===== src/rtl/seg7_pkg.sv =====
// Shared constants and helpers for the BCD scan display: digit width,
// 7-segment decode (gfedcba, bit0 = a) and output polarity.
package seg7_pkg;

  localparam int BCD_W = 4;
  localparam logic [BCD_W-1:0] BCD_MAX = 4'd9;
  localparam int MAX_DIGITS = 4;

  function automatic logic [6:0] seg_of(input logic [BCD_W-1:0] d);
    logic [6:0] s;
    case (d)
      4'd0: s = 7'h3F;
      4'd1: s = 7'h06;
      4'd2: s = 7'h5B;
      4'd3: s = 7'h4F;
      4'd4: s = 7'h66;
      4'd5: s = 7'h6D;
      4'd6: s = 7'h7D;
      4'd7: s = 7'h07;
      4'd8: s = 7'h7F;
      4'd9: s = 7'h6F;
      default: s = 7'h00;
    endcase
    return s;
  endfunction

  // Common-anode boards want every segment and select line active-low.
  function automatic logic [7:0] to_pins(input logic [7:0] v, input logic inv);
    return inv ? ~v : v;
  endfunction

endpackage


===== src/rtl/bcd_digit.sv =====
// One decade of the BCD counter: up/down stepping with carry/borrow chaining,
// clamped parallel load and synchronous clear.
module bcd_digit
  import seg7_pkg::*;
(
  input  logic             clk,
  input  logic             rst_n,
  input  logic             ena,
  input  logic             clear,
  input  logic             load,
  input  logic [BCD_W-1:0] load_val,
  input  logic             down,
  input  logic             step_in,
  output logic [BCD_W-1:0] value,
  output logic             step_out
);

  logic at_limit;

  assign at_limit = down ? (value == '0) : (value == BCD_MAX);
  assign step_out = step_in & at_limit;

  always_ff @(posedge clk or negedge rst_n) begin
    if (!rst_n) begin
      value <= '0;
    end else if (ena) begin
      if (clear) begin
        value <= '0;
      end else if (load) begin
        value <= (load_val > BCD_MAX) ? BCD_MAX : load_val;
      end else if (step_in) begin
        if (down) value <= at_limit ? BCD_MAX : value - 1'b1;
        else      value <= at_limit ? '0 : value + 1'b1;
      end
    end
  end

endmodule


===== src/rtl/tt_um_bcd_scan_display.sv =====
// Tiny Tapeout top: multi-digit BCD up/down counter with a frozen-able shadow
// copy that is time-multiplexed onto one 7-segment display.
module tt_um_bcd_scan_display
  import seg7_pkg::*;
#(
  parameter int DIGITS       = 4,
  parameter int PRESCALE     = 1000,
  parameter int SCAN_DIV     = 64,
  parameter bit COMMON_ANODE = 1'b0
) (
  input  logic       clk,
  input  logic       rst_n,
  input  logic       ena,
  input  logic [7:0] ui_in,
  output logic [7:0] uo_out,
  input  logic [7:0] uio_in,
  output logic [7:0] uio_out,
  output logic [7:0] uio_oe
);

  localparam int PW = $clog2(PRESCALE);
  localparam int SW = $clog2(SCAN_DIV);
  localparam logic [PW-1:0] PRE_LAST  = PW'(PRESCALE - 1);
  localparam logic [SW-1:0] SCAN_LAST = SW'(SCAN_DIV - 1);
  localparam logic [1:0]    IDX_LAST  = 2'(DIGITS - 1);
  localparam logic [3:0]    SEL_MASK  = 4'((1 << DIGITS) - 1);
  localparam logic [7:0]    SEG_IDLE  = COMMON_ANODE ? 8'hFF : 8'h00;
  localparam logic [3:0]    SEL_IDLE  = COMMON_ANODE ? 4'hF : 4'h0;

  logic             count_en, down, clear, load, lzb, freeze;
  logic [1:0]       load_idx;
  logic [BCD_W-1:0] load_val;

  assign count_en = ui_in[0];
  assign down     = ui_in[1];
  assign clear    = ui_in[2];
  assign load     = ui_in[3];
  assign load_idx = ui_in[5:4];
  assign lzb      = ui_in[6];
  assign freeze   = ui_in[7];
  assign load_val = uio_in[7:4];

  logic unused_uio;
  assign unused_uio = &{1'b0, uio_in[3:0]};

  logic [PW-1:0]             pre_cnt;
  logic                      pre_term, tick;
  logic [DIGITS:0]           step;
  logic [DIGITS*BCD_W-1:0]   count_val, shadow;
  logic                      wrap_flag;
  logic [SW-1:0]             scan_div;
  logic [1:0]                scan_idx;
  logic [MAX_DIGITS*BCD_W-1:0] shadow_ext;
  logic [MAX_DIGITS-1:0]     blank;
  logic                      zero_above;
  logic [BCD_W-1:0]          cur_digit;
  logic [7:0]                seg_next, sel_pins;
  logic [3:0]                sel_raw;
  logic [7:0]                seg_q;
  logic [3:0]                sel_q;

  assign pre_term = (pre_cnt == PRE_LAST);
  // A load or clear in the same cycle swallows the tick.
  assign tick     = pre_term & count_en & ~clear & ~load;
  assign step[0]  = tick;

  always_ff @(posedge clk or negedge rst_n) begin
    if (!rst_n) begin
      pre_cnt <= '0;
    end else if (ena) begin
      if (clear || pre_term) pre_cnt <= '0;
      else                   pre_cnt <= pre_cnt + 1'b1;
    end
  end

  for (genvar n = 0; n < DIGITS; n++) begin : g_digit
    bcd_digit u_digit (
      .clk      (clk),
      .rst_n    (rst_n),
      .ena      (ena),
      .clear    (clear),
      .load     (load && (load_idx == 2'(n))),
      .load_val (load_val),
      .down     (down),
      .step_in  (step[n]),
      .value    (count_val[n*BCD_W +: BCD_W]),
      .step_out (step[n+1])
    );
  end

  always_ff @(posedge clk or negedge rst_n) begin
    if (!rst_n) begin
      wrap_flag <= 1'b0;
      shadow    <= '0;
      scan_div  <= '0;
      scan_idx  <= '0;
    end else if (ena) begin
      if (clear)              wrap_flag <= 1'b0;
      else if (step[DIGITS])  wrap_flag <= 1'b1;
      if (!freeze) shadow <= count_val;
      if (scan_div == SCAN_LAST) begin
        scan_div <= '0;
        scan_idx <= (scan_idx == IDX_LAST) ? 2'd0 : scan_idx + 1'b1;
      end else begin
        scan_div <= scan_div + 1'b1;
      end
    end
  end

  assign shadow_ext = (MAX_DIGITS*BCD_W)'(shadow);
  assign cur_digit  = shadow_ext[scan_idx*BCD_W +: BCD_W];

  // A digit blanks only when it and every digit above it read zero.
  always_comb begin
    zero_above = 1'b1;
    blank      = '0;
    for (int n = MAX_DIGITS - 1; n >= 0; n--) begin
      zero_above = zero_above & (shadow_ext[n*BCD_W +: BCD_W] == '0);
      if (n > 0) blank[n] = zero_above;
    end
  end

  always_comb begin
    seg_next = 8'h00;
    seg_next[6:0] = (lzb && blank[scan_idx]) ? 7'h00 : seg_of(cur_digit);
    seg_next[7]   = wrap_flag && (scan_idx == 2'd0);
    seg_next      = to_pins(seg_next, COMMON_ANODE);
    sel_raw       = (4'b0001 << scan_idx) & SEL_MASK;
    sel_pins      = to_pins({4'h0, sel_raw}, COMMON_ANODE);
  end

  always_ff @(posedge clk or negedge rst_n) begin
    if (!rst_n) begin
      seg_q <= SEG_IDLE;
      sel_q <= SEL_IDLE;
    end else if (ena) begin
      seg_q <= seg_next;
      sel_q <= sel_pins[3:0];
    end
  end

  assign uo_out  = seg_q;
  assign uio_out = {4'h0, sel_q};
  assign uio_oe  = 8'h0F;

endmodule


===== config.mk =====
export PLATFORM = sky130hd
export DESIGN_NAME = tt_um_bcd_scan_display
export DESIGN_NICKNAME = d
export VERILOG_FILES = /design/src/rtl/seg7_pkg.sv /design/src/rtl/bcd_digit.sv /design/src/rtl/tt_um_bcd_scan_display.sv
export SDC_FILE = /design/constraint.sdc
export NUM_CORES = 1
export LEC_CHECK = 0
export ABC_AREA = 0
export BUFFER_PORTS_ARGS = -buffer_cell sky130_fd_sc_hd__clkbuf_2
export CAP_MARGIN = 10
export CORE_UTILIZATION = 50
export CTS_CLUSTER_DIAMETER = 80
export DETAILED_ROUTE_END_ITERATION = 7
export PLACE_DENSITY = 0.81
export SYNTH_ARGS = -nofsm -noshare
export SYNTH_HDL_FRONTEND = slang
export SYNTH_SLANG_ARGS = --single-unit

===== constraint.sdc =====
create_clock -name clk -period 5.2 [get_ports clk]
set_input_delay 1.04 -clock clk [delete_from_list [all_inputs] [get_ports clk]]
set_output_delay 1.04 -clock clk [all_outputs]
set_load 0.1 [all_outputs]

==> impl_metrics.env <==
export IMPL_synth_main_ff_cell="dfrtp_1"
export IMPL_skew_ps=5.33
export IMPL_die_area_um2=8510
export IMPL_final_setup_viol_count=0
export IMPL_drtPass1Iterations=4
export IMPL_min_period_ps=2860
export IMPL_ant_nets=0
export IMPL_ys_async_sr_fraction_pct=100
export IMPL_cts_made_buffers=9
export IMPL_grt_use_total_pct=21.9
export IMPL_insertion_delay_ps=350
export IMPL_viasPerCell=5.80
export IMPL_grt_start_max_net_pins=64
export IMPL_crit_type="input port to flip-flop"
export IMPL_post_route_drc_count=0
export IMPL_hp_class="flip-flop to flip-flop"
export IMPL_drt_iter0_markers=188
export IMPL_worst_pin_slew_ps=862
export IMPL_overflow=0
export IMPL_outcome="finished clean"
export IMPL_worstPathArrival_ps=3110
export IMPL_critPathMaxFanout=33
export IMPL_layout_nets=493
export IMPL_endpoint_kind="flip-flop"
export IMPL_fillers=697
export IMPL_synth_warnings=0
export IMPL_grt_pass1_wl_mm=14.5
export IMPL_seq_area_frac_synth_pct=38.7
export IMPL_cts_tree="yes"
export IMPL_syn_to_final_growth_pct=8.66
export IMPL_syn_area_per_cell_um2=9.45
export IMPL_dieWidth_um=92.3
export IMPL_place_hpwl_mm=6.13
export IMPL_cts_max_level=3
export IMPL_cts_root_buffer="clkbuf_8"
export IMPL_post_cts_setup_buffer_count=0
export IMPL_ys_types=58
export IMPL_slew_headroom_pct=42.5
export IMPL_detailedPlace_worstSlack_ps=1980
export IMPL_rows=32
export IMPL_cts_num_sinks=63
export IMPL_clk_pin_slew_worst_paths_ps=70
export IMPL_ctsResizeCount=0
export IMPL_ys_ff_latch=63
export IMPL_cts_hold_buf=0
export IMPL_synth_area_um2=4070
export IMPL_synth_edf_count=0
export IMPL_syn_inst=431
export IMPL_rsz0062_at_grt="false"
export IMPL_power_static_leakage_uw=0.00195
export IMPL_synth_area_top_cells="dfrtp_1, ha_1, mux2_2"
export IMPL_fin_crit_sh_pct=55.1
export IMPL_drt_total_wl_mm=8.58
export IMPL_grt_pass1_vias=3060
export IMPL_design_core_area_um2=7810
export IMPL_clock_tree_buffer_depth=2
export IMPL_routabilityCongestion=0.827
export IMPL_slew_viol_final=0
export IMPL_route_vias_total=3237
export IMPL_start_kind="input port"
export IMPL_diodes=0
export IMPL_drive_gt1_share_pct=15.8
export IMPL_ios=43
export IMPL_finalSetupTns_ps=0
export IMPL_layout_setup_ws_ps=2340
export IMPL_yosysTopAreaCell="dfrtp_1"
export IMPL_wl_per_cell_um=15.4
export IMPL_hold_violations=0
export IMPL_synth_top_area_share_pct=38.7
export IMPL_max_clock_freq_mhz=349
export IMPL_antenna_found_initial=0
export IMPL_port_buffers=26
export IMPL_p_per_area_nw_per_um2=402
export IMPL_vdd_drop_max_mv=0.268
export IMPL_start_util_pct=52.2
export IMPL_dieHeight_um=92.3
export IMPL_cap_violations=0
export IMPL_required_ps=5440
==> critical path, stage by stage <==
cell and delay [ps]:
clkbuf_2 520, clkinv_1 520, nor3_1 620, mux2_2 400
==> flip-flops by register name, indices dropped and copies added (netlist names) <==
signal,flops
shadow,16
scan_div,6
wrap_flag,1
uo_out,8
pre_cnt,10
scan_idx,2
sel_q,4
g_digit.u_digit.value,16
==> cell families (layout without fill, tap and decap cells) <==
kind of cell | Yosys count | after routing | share of synthesized area, %
compound gates | 112 | 112 | 18.8
mux | 28 | 28 | 9.00
fa+ha+maj | 23 | 23 | 7.07
flops | 63 | 63 | 38.7
simple gates | 134 | 134 | 16.9
xor+xnor | 14 | 14 | 3.01
other cells | 2 | 12 | 0.184
buf+inv | 55 | 70 | 6.33
==> path summary, 6_finish.rpt <==
path / startpoint / end / slack [ps] / cells past startpoint
setup / recovery: ena / scan_idx[0] / 2340 / 4
hold / removal: uo_out[2] / uo_out[2] / 490 / 1
setup reg to reg: g_digit[1].u_digit.value[0] / g_digit[3].u_digit.value[2] / 2720 / 7
hold reg to reg: uo_out[2] / uo_out[2] / 490 / 1
max in group asynchronous: rst_n / g_digit[1].u_digit.value[0] / 3810 / 2
min in group asynchronous: rst_n / uo_out[6] / 850 / 2
==> placed cells by master (no fill, tap or decap), drive strengths merged, types with 12 or more instances in the layout <==
cell type / count
a21oi: 19
o21ai: 30
clkbuf: 36
inv: 27
mux2: 16
nand2: 38
ha: 23
o2bb2ai: 12
nor2: 35
conb: 12
nand3: 13
dfrtp: 63
==> synthesized netlist by cell type, drive strengths merged, types with 4 or more instances <==
library cell / number
dfrtp: 63
nand2: 38
nor2: 35
o21ai: 30
inv: 26
ha: 23
a21oi: 19
buf: 19
mux2: 16
nand3: 13
o2bb2ai: 12
clkbuf: 9
nand2b: 9
nand3b: 9
a31oi: 8
xnor2: 8
and3: 7
mux2i: 7
xor2: 6
mux4: 5
nor3: 5
o31ai: 5
nor4: 4
o21a: 4
==> power breakdown <==
part           internal (uW)  leakage [uW]  switching (uW)
Combinational            212       0.00102             435
Clock                    237      0.000103             207
Sequential               583      0.000828             108
Total                   1030       0.00195             749
==> metal layers <==
layer  vias to the layer above  wire, um  global-route usage, %
li1                       1567         -                      -
met1                      1561      3980                   28.5
met2                        94      4120                   35.6
met3                        15       366                   6.22
met4                         0       111                   6.25
met5                         -         0                      0
==> per-stage QoR <==
stage | hold WS [ps] | power (uW) | area [um^2] | cells | util (%)
after CTS | 492 | 1780 | 4430 | 558 | 56.7
after floorplan | 445 | 1220 | 4110 | 441 | -
final | 488 | 1780 | 4430 | 558 | 56.7
after global routing | 499 | 1880 | 4430 | 558 | 56.7
after global placement | 470 | 1320 | 4220 | 542 | 54.0
after detailed placement | 472 | 1340 | 4220 | 542 | 54.0
==> layout make-up <==
| type | count | area, um^2 | area share, % |
|---|---|---|---|
| inverters | 27 | 101 | 2.29 |
| multi-input cells | 323 | 2280 | 51.4 |
| flip-flops and latches | 63 | 1580 | 35.6 |
| repair buffers | 27 | 138 | 3.11 |
| clock inverters | 6 | 68.8 | 1.55 |
| clock buffers | 10 | 138 | 3.11 |
| well taps | 102 | 128 | 2.88 |
(Power assumes the default switching activity.)
